File: src/rtl/cru_bit_latch.sv
`default_nettype none
// ============================================================================
// Module   : cru_bit_latch
// Purpose  : CRU output-bit latch with low-pulse width filtering.
// Revision : 1.0 - initial release
// ============================================================================
module cru_bit_latch #(
    parameter logic [15:0] BASE_ADDR   = 16'h1300,
    parameter int unsigned MIN_LOW     = 1,
    parameter logic [15:0] RESET_VALUE = 16'h0000
) (
    input  logic        phi2,
    input  logic        reset_n,
    input  logic        cruclk,
    input  logic        cruout,
    input  logic [15:0] address_bus,
    output logic [15:0] bits,
    output logic        bit_strobe,
    output logic [3:0]  strobe_index,
    output logic        busy,
    output logic [7:0]  glitch_count
);

    localparam logic [1:0] c_idle      = 2'd0;
    localparam logic [1:0] c_low_wait  = 2'd1;
    localparam logic [1:0] c_commit    = 2'd2;
    localparam logic [1:0] c_wait_high = 2'd3;
    localparam logic [3:0] c_min_low   = 4'(MIN_LOW);

    logic        r_clk_q;
    logic        r_clk_qq;
    logic        r_dat_q;
    logic [15:0] r_adr_q;
    logic        r_armed;

    logic [1:0]  r_state;
    logic [15:0] r_hold_adr;
    logic        r_hold_dat;
    logic [3:0]  r_low_cnt;
    logic [15:0] r_bits;
    logic        r_strobe;
    logic [3:0]  r_strobe_index;
    logic [7:0]  r_glitch_count;

    logic        w_fall;
    logic        w_hit;
    logic [3:0]  w_idx;
    logic [3:0]  w_low_cnt_inc;
    logic        w_unused_ok;

    // r_armed blocks a false edge when cruclk is still low as reset releases:
    // an edge is only valid once cruclk has been seen high after reset.
    always_ff @(posedge phi2) begin
        if (!reset_n) begin
            r_clk_q  <= 1'b1;
            r_clk_qq <= 1'b1;
            r_dat_q  <= 1'b0;
            r_adr_q  <= 16'h0000;
            r_armed  <= 1'b0;
        end else begin
            r_clk_q  <= cruclk;
            r_clk_qq <= r_clk_q;
            r_dat_q  <= cruout;
            r_adr_q  <= address_bus;
            r_armed  <= r_armed | cruclk;
        end
    end

    assign w_fall        = r_clk_qq & ~r_clk_q & r_armed;
    assign w_hit         = (r_hold_adr[15:5] == BASE_ADDR[15:5]);
    assign w_idx         = r_hold_adr[4:1];
    assign w_low_cnt_inc = r_low_cnt + 4'd1;
    assign w_unused_ok   = &{1'b0, r_hold_adr[0]};

    always_ff @(posedge phi2) begin
        if (!reset_n) begin
            r_state        <= c_idle;
            r_hold_adr     <= 16'h0000;
            r_hold_dat     <= 1'b0;
            r_low_cnt      <= 4'd0;
            r_bits         <= RESET_VALUE;
            r_strobe       <= 1'b0;
            r_strobe_index <= 4'd0;
            r_glitch_count <= 8'h00;
        end else begin
            r_strobe <= 1'b0;
            case (r_state)
                c_idle: begin
                    if (w_fall) begin
                        r_hold_adr <= r_adr_q;
                        r_hold_dat <= r_dat_q;
                        r_low_cnt  <= 4'd1;
                        r_state    <= (c_min_low == 4'd1) ? c_commit : c_low_wait;
                    end
                end
                c_low_wait: begin
                    if (r_clk_q) begin
                        if (r_glitch_count != 8'hFF) begin
                            r_glitch_count <= r_glitch_count + 8'd1;
                        end
                        r_state <= c_idle;
                    end else begin
                        r_low_cnt <= w_low_cnt_inc;
                        if (w_low_cnt_inc == c_min_low) begin
                            r_state <= c_commit;
                        end
                    end
                end
                c_commit: begin
                    if (w_hit) begin
                        r_bits[w_idx]  <= r_hold_dat;
                        r_strobe_index <= w_idx;
                        r_strobe       <= 1'b1;
                    end
                    r_state <= c_wait_high;
                end
                c_wait_high: begin
                    // One write per low pulse regardless of its length.
                    if (r_clk_q) begin
                        r_state <= c_idle;
                    end
                end
                default: r_state <= c_idle;
            endcase
        end
    end

    assign bits         = r_bits;
    assign bit_strobe   = r_strobe;
    assign strobe_index = r_strobe_index;
    assign glitch_count = r_glitch_count;
    assign busy         = (r_state != c_idle);

endmodule
`default_nettype wire

File: config.mk
export PLATFORM = sky130hd
export DESIGN_NAME = cru_bit_latch
export DESIGN_NICKNAME = d
export VERILOG_FILES = /design/src/rtl/cru_bit_latch.sv
export SDC_FILE = /design/constraint.sdc
export NUM_CORES = 1
export LEC_CHECK = 0
export ABC_AREA = 0
export CAP_MARGIN = 20
export CORE_MARGIN = 2
export CORE_UTILIZATION = 24
export CTS_BUF_LIST = sky130_fd_sc_hd__clkbuf_8
export DETAILED_ROUTE_END_ITERATION = 10
export MAX_ROUTING_LAYER = met4
export PLACE_DENSITY_LB_ADDON = 0.25
export SLEW_MARGIN = 30
export SYNTH_ARGS = -nofsm -noshare
export SYNTH_HDL_FRONTEND = slang
export SYNTH_SLANG_ARGS = --single-unit
File: constraint.sdc
create_clock -name phi2 -period 1.6 [get_ports phi2]
set_input_delay 0.48 -clock phi2 [delete_from_list [all_inputs] [get_ports phi2]]
set_output_delay 0.48 -clock phi2 [all_outputs]
set_load 0.05 [all_outputs]
==> summary.md, run 1 <==
| Metric | Value |
|---|---|
| Routed WL per cell | around 12 um |
| Largest net degree at the start of global routing | 22 |
| Clock power share | 0.437 |
| Switch share | 0.2081 |
| Worst Setup End Kind | output port |
| Placed Area | 0.003766 sq mm |
| Vias in the first global route | 2,036 |
| Drt first-iter violations | 57 |
| H-tree depth | 3 |
| Fin. max-slew vios | 0 |
| Vias per inst | ~4.3 |
| Highest-delay cell along the critical path | dfxtp_4 |
| Power Density | between 800 and 900 mW/mm^2 |
| Worst slew pin tran | 357.3 ps |
| RSZ-0062 raised after global routing | true |
| Antenna-violating nets left | 0 |
| Final Util | 0.3683 |
| WP data arrival | 1100 ps |
| Netlist cell types | 43 |
| Post-synth ARST share | 0 |
| Clock root cell | clkbuf_8 |
| CTS Hold Bufs | 0 |
| CP Max Fanout | 4 |
| Finish-stage setup viols | 0 |
| Fin area | a little over 0.004 sq mm |
| Routability congestion estimate | roughly 0.77 |
| Prevailing post-synth register cell | dfxtp_1 |
| Setup ws final | about 23 ps |
| Total track usage | 0.1033 |
| Fmax | 634.3 MHz |
| Max_cap viols | 0 |
| Post-Synthesis Net Count | 302 |
| Die width | 110.5 um |
| DRT Pass-1 Iters | 4 |
| Pre-CTS setup slack | -55.96 ps |
| Sequential power share | 0.511 |
| Vias | ~2,100 |
| Flops & latches, synth | 70 |
| Antenna Cells | 0 |
| Num rows | 38 |
| CTS tree | yes |
| Port Buffers | between 40 and 50 |
| Worst hold path class | reg2reg |
| Post-layout min period | ~1600 ps |
| Leak Pwr | between 0.0015 and 0.002 uW |
| Nets | 367 |
| Area grow syn2layout | 48.07% |
| Synth Area per Inst | 9.749 sq um |
| Die Span Y | 110.5 um |
| Routed WL | between 5000 and 6000 um |
| Psw | 730.5 uW |
| Ys Warns | 0 |
| Die ar. | roughly 0.012 sq mm |
| Max_slew headroom | 0.7613 |
| Outcome | finished clean |
| Initial Utilization | 0.2487 |
| Pint | 2781 uW |
| Worst setup SP type | register |
| Clk_lat worst skew | approximately 340 ps |
| Share of cells above drive strength 1 | 0.2321 |
| Global-route wire length before repair | just under 10,000 um |
| IO Pins | 50 |
| Slowest stage delay, CP | 360 ps |
| Final hold vios | 0 |
| Tot Pwr | 3511 uW |
| CP Data Required Time | between 1000 and 1500 ps |
| VDD IR-drop max | roughly 350 uV |
| Hold Slack | 469.5 ps |
| Congestion Overflow GR | 0 |
| CP Cell Sequence | or2_4, buf_12 |
| CP Buf/Inv Count | 1 |
| Syn Inst Count | approximately 280 |
| Clk slew on worst S/H paths | 70 ps |
| Post-synth EDFFs | 0 |
| FILL cells | roughly 1,100 |
| Max Root-Sink Buffers | 2 |
| Final Cycle Share | 0.9854 |
| Core ar. | 0.01094 sq mm |
| Post-Syn Area | around 0.0027 sq mm |
| Crit path kind | reg2out |
| Sequential share of the synthesized area | 0.5152 |
| Initial antenna violation count | 0 |
| Comb power frac | 0.053 |
| TritonCTS Buffers | 9 |
| # clock sinks | 70 |
| Largest delay share family, worst path | flip-flops |
| # DRC | 0 |
| Detailed placement HPWL | ~4200 um |
| Clock Skew | slightly below 9 ps |
## metal layers
metal	up-vias	track usage	wire [um]
met2	38	0.1530	2716
met3	10	0.02031	171
met1	968	0.1330	2797
li1	1073	-	-
met5	-	-	0
met4	0	0.05500	137
## synth_stat cells, types with 2 or more instances
library cell  instances  share of area
nand3_1              16          0.029
dfxtp_1              70           0.52
nor3_1                2         0.0037
buf_4                 2         0.0055
a21oi_1               5         0.0092
nand2_1              29          0.040
nand4_1               7          0.016
a31oi_1               2         0.0046
o21ai_0               7          0.013
xnor2_1               3         0.0097
ha_1                  3          0.014
clkbuf_1              7         0.0097
inv_1                 5         0.0069
nor2_1               30          0.041
nor2b_1               5          0.011
mux2i_1              38           0.14
buf_1                 2         0.0028
and2_1               20          0.046
nand2b_1              2         0.0046
## worst paths after layout
check	from	cells past startpoint	slack, ps	endpoint
worst max-delay path	r_state[0]	2	20	busy
worst min register to register	r_adr_q[3]	2	470	r_hold_adr[3]
worst min-delay path	r_adr_q[3]	2	470	r_hold_adr[3]
worst max register to register	r_state[0]	5	70	r_low_cnt[2]
## area by class of cell
cell class / count / area, sq um / area share
Clock buffer: 10 / 137.6 / 0.03417
Clock inverter: 6 / 77.57 / 0.01926
Sequential cell: 70 / 1421 / 0.3529
Tap cell: 140 / 175.2 / 0.04349
Timing Repair Buffer: 68 / 955.9 / 0.2373
Inverter: 6 / 22.52 / 0.005592
Multi-Input combinational cell: 189 / 1237 / 0.3072
## worst min-delay path, cell delays in order (launching register included)
cell	delay, ps
dfxtp_1	310
mux2i_1	60
nor2_1	70
## cell usage in the layout (no fill, tap or decap), types with 2 or more instances in the layout
master and count:
a21oi_1 5, a31oi_1 2, and2_1 20, buf_12 32, buf_4 18, bufinv_16 2
clkbuf_8 10, clkdlybuf4s50_1 18, clkinv_2 2, dfxtp_1 62, dfxtp_2 4, dfxtp_4 4
ha_1 2, inv_1 7, mux2i_1 38, nand2_1 29, nand2b_1 2, nand3_1 16
nand4_1 7, nor2_1 29, nor2b_1 5, o21ai_0 6, xnor2_1 3
## logic make-up (layout without fill, tap and decap cells)
kind of cell             Yosys count  count (layout)  share of synthesized area
flip-flops                        70              70                     0.5152
buffers and inverters             20              90                    0.03956
AO/OA/AOI/OAI                     20              20                    0.04462
AND/OR/NAND/NOR                  124             124                     0.2341
XOR/XNOR                           4               4                    0.01288
adder cells (fa/ha/maj)            3               3                    0.01380
multiplexers                      38              38                     0.1398
## power groups by stage
stage | logic (uW) | clock network, uW | registers, uW
global placement | 178 | 0 | 1840
CTS | 187 | 1590 | 1790
detailed placement | 181 | 0 | 1840
floorplan | 91.9 | 0 | 1830
finish | 184 | 1530 | 1790
global route | 203 | 1660 | 1800
## through the flow
step	setup TNS [ps]	instances
detailed placement	-340.7	469
global placement	-162.9	469
global route	-12.10	489
finish	0	489
floorplan	0	279
CTS	-4.258	488
## registers in the layout, summed over array words and instances, names as in the netlist
name and count:
bits 16, r_adr_q 15, r_hold_adr 15, glitch_count 8, r_low_cnt 4, strobe_index 4, r_state 2, bit_strobe 1
r_armed 1, r_clk_q 1, r_clk_qq 1, r_dat_q 1, r_hold_dat 1
## what timing repair did
action | CTS | global route
gates resized for setup | 4 | 3
gates cloned | 0 | 0
pin swaps | 0 | 3
setup endpoints to repair | 1 | 8
buffers inserted | 3 | 1
No activity file was read; power rests on OpenSTA's default activity.
==> inputs of run 2 (changes only) <==
- CELL_PAD_IN_SITES_DETAIL_PLACEMENT: unset -> 0
- CELL_PAD_IN_SITES_GLOBAL_PLACEMENT: unset -> 2
==> run 2 against run 1 <==
  * Routed wire length is 7.0% higher
  * Design area up 2.0%
  * Largest power group unchanged
  * Utilization up 0.72 points
==> summary.md, run 2 (same netlist as run 1, synthesis figures left out) <==
| Metric | Value |
|---|---|
| Met3 Usage GRT | 0.03293 (+0.01262) |
| Clk_lat worst skew | 340 ps (about the same) |
| Max_cap viols | 0 (unchanged) |
| # DRC | 0 (unchanged) |
| Crit path kind | reg2out |
| Initial antenna violation count | 0 (unchanged) |
| TritonCTS Buffers | 9 (unchanged) |
| Max Root-Sink Buffers | 2 (unchanged) |
| Initial Utilization | 0.2487 (unchanged) |
| Final Util | 0.3755 (+0.007208) |
| CP Max Fanout | 4 (unchanged) |
| Power Density | 783.5 mW/mm^2 (-10%) |
| VDD IR-drop max | 264.3 uV (-25%) |
| FILL cells | 1,123 (+4.2%) |
| IO Pins | 50 (unchanged) |
| Max reg flops | 16 (unchanged) |
| Die Span Y | 110.5 um (unchanged) |
| Die width | 110.5 um (unchanged) |
| Global-route wire length before repair | 10,310 um (+4.0%) |
| WP data arrival | 1090 ps (about the same) |
| Post-layout min period | 1569 ps (-7.431 ps) |
| Clock root cell | clkbuf_8 |
| Worst Setup End Kind | output port |
| Final Cycle Share | 0.9808 (-0.004644) |
| CP Data Required Time | 1120 ps (about the same) |
| Share of cells above drive strength 1 | 0.2571 (+0.02497) |
| Worst setup SP type | register |
| RSZ-0062 raised after global routing | true |
| Commonest non-fill, non-tap cell in the layout | dfxtp_1 |
| H-tree depth | 3 (unchanged) |
| Setup ws final | 30.78 ps (+7.431 ps) |
| Die ar. | 0.01220 sq mm (unchanged) |
| Routability congestion estimate | 0.7268 (-5.3%) |
| Area grow syn2layout | 50.97% |
| Max_slew headroom | 0.6932 (-0.06812) |
| CTS Hold Bufs | 0 (unchanged) |
| Drt first-iter violations | 76 (+33%) |
| Critical R2R Launch | r_state[0] |
| Routed WL | 6232 um (+7.0%) |
| CTS tree | yes |
| Leak Pwr | 0.001603 uW (+1.6%) |
| Routed WL per cell | 12.62 um (+5.9%) |
| Fin Setup TNS | 0 ps (unchanged) |
| Antenna Cells | 0 (unchanged) |
| CP Cell Sequence | or2_4, buf_12 |
| Clk slew on worst S/H paths | 70 ps (about the same) |
| Detailed placement HPWL | 4220 um (+0.23%) |
| Vias | 2,121 (+1.5%) |
| Fmax | 637.3 MHz (+0.47%) |
| Fin. max-slew vios | 0 (unchanged) |
| DRT Pass-1 Iters | 4 (unchanged) |
| Total track usage | 0.1084 (+0.005135) |
| Largest net degree at the start of global routing | 22 (unchanged) |
| Core ar. | 0.01094 sq mm (unchanged) |
| Nets | 372 (+1.4%) |
| # clock sinks | 70 (unchanged) |
| Slowest stage delay, CP | 340 ps (-20 ps) |
| Congestion Overflow GR | 0 (unchanged) |
| GR peak layer | met2 |
| Critical Path Source | r_state[1] |
| Num rows | 38 (unchanged) |
| Outcome | finished clean |
| Clock Skew | 7.934 ps (-0.8832 ps) |
| Highest-delay cell along the critical path | dfxtp_2 |
| Worst slew pin tran | 459.3 ps (+102.0 ps) |
| Met2 Resource Use GR | 0.1583 (+0.005317) |
| Pre-CTS setup slack | -42.47 ps (+13.49 ps) |
| Port Buffers | 48 (unchanged) |
| Finish-stage setup viols | 0 (unchanged) |
| Antenna-violating nets left | 0 (unchanged) |
| Vias in the first global route | 2,050 (+0.69%) |
| Vias per inst | 4.294 (+0.50%) |
| Worst Min Path Start | r_adr_q[10] |
| Most frequent cells in the layout | 61 x dfxtp_1, 38 x mux2i_1, 34 x buf_12 |
| Met1 usage in global routing | 0.1395 (+0.006440) |
| Tot Pwr | 3217 uW (-8.4%) |
| Final hold vios | 0 (unchanged) |
| Worst hold path class | reg2reg |
-- run 2: changes by cell type in the layout (fill, tap and decap cells not counted), moves of 2 or more --
cell	previous run	this run
bufinv_16	2	0
buf_12	32	34
clkbuf_16	0	2
dfxtp_2	4	6
-- run 2: worst paths after layout --
| check | cells past startpoint | slack, ps | endpoint |
|---|---|---|---|
| max | 2 | 30 | busy |
| min | 2 | 470 | r_hold_adr[10] |
| max reg2reg | 6 | 40 | strobe_index[0] |
| min reg2reg | 2 | 470 | r_hold_adr[10] |
-- run 2: layer usage --
metal | share of wire | wire (um)
met5 | 0 | 0
met4 | 0.013 | 83
met3 | 0.032 | 199
met2 | 0.45 | 2821
met1 | 0.50 | 3128
-- run 2: metrics by stage --
step	std cells	hold WS [ps]	area [sq um]
floorplan	279	439.9	2745
global placement	470	446.0	3799
detailed placement	470	457.6	3799
CTS	488	472.7	3986
global route	494	492.8	4106
finish	494	468.5	4106
-- run 2: critical path: cells and delay by family, from the launching register on --
family	cells	cell delay, ps
AND/OR/NAND/NOR	1	270
flip-flops	1	340
buffers and inverters	1	150
-- run 2: power breakdown --
| part | switching [uW] | leakage (uW) | internal, uW |
|---|---|---|---|
| sequential | 21.5 | 0.000574 | 1770 |
| combinational | 81.8 | 0.000934 | 107 |
| clock | 648 | 0.0000944 | 586 |
-- run 2: final cells by class --
cell class	count	area, sq um	area share
Multi-Input combinational cell	189	1264	0.3077
Clock buffer	10	137.6	0.03352
Sequential cell	70	1420	0.3458
Inverter	6	22.52	0.005484
Tap cell	140	175.2	0.04266
Clock inverter	6	30.03	0.007313
Timing Repair Buffer	73	1057	0.2575
-- run 2: what timing repair did --
item / in CTS / in global routing
gates resized for setup: 3 / 10
gates cloned: 0 / 2
buffers inserted: 2 / 4
pin swaps: 0 / 6
setup endpoints to repair: 1 / 20
hold endpoints to repair: 0 / 0
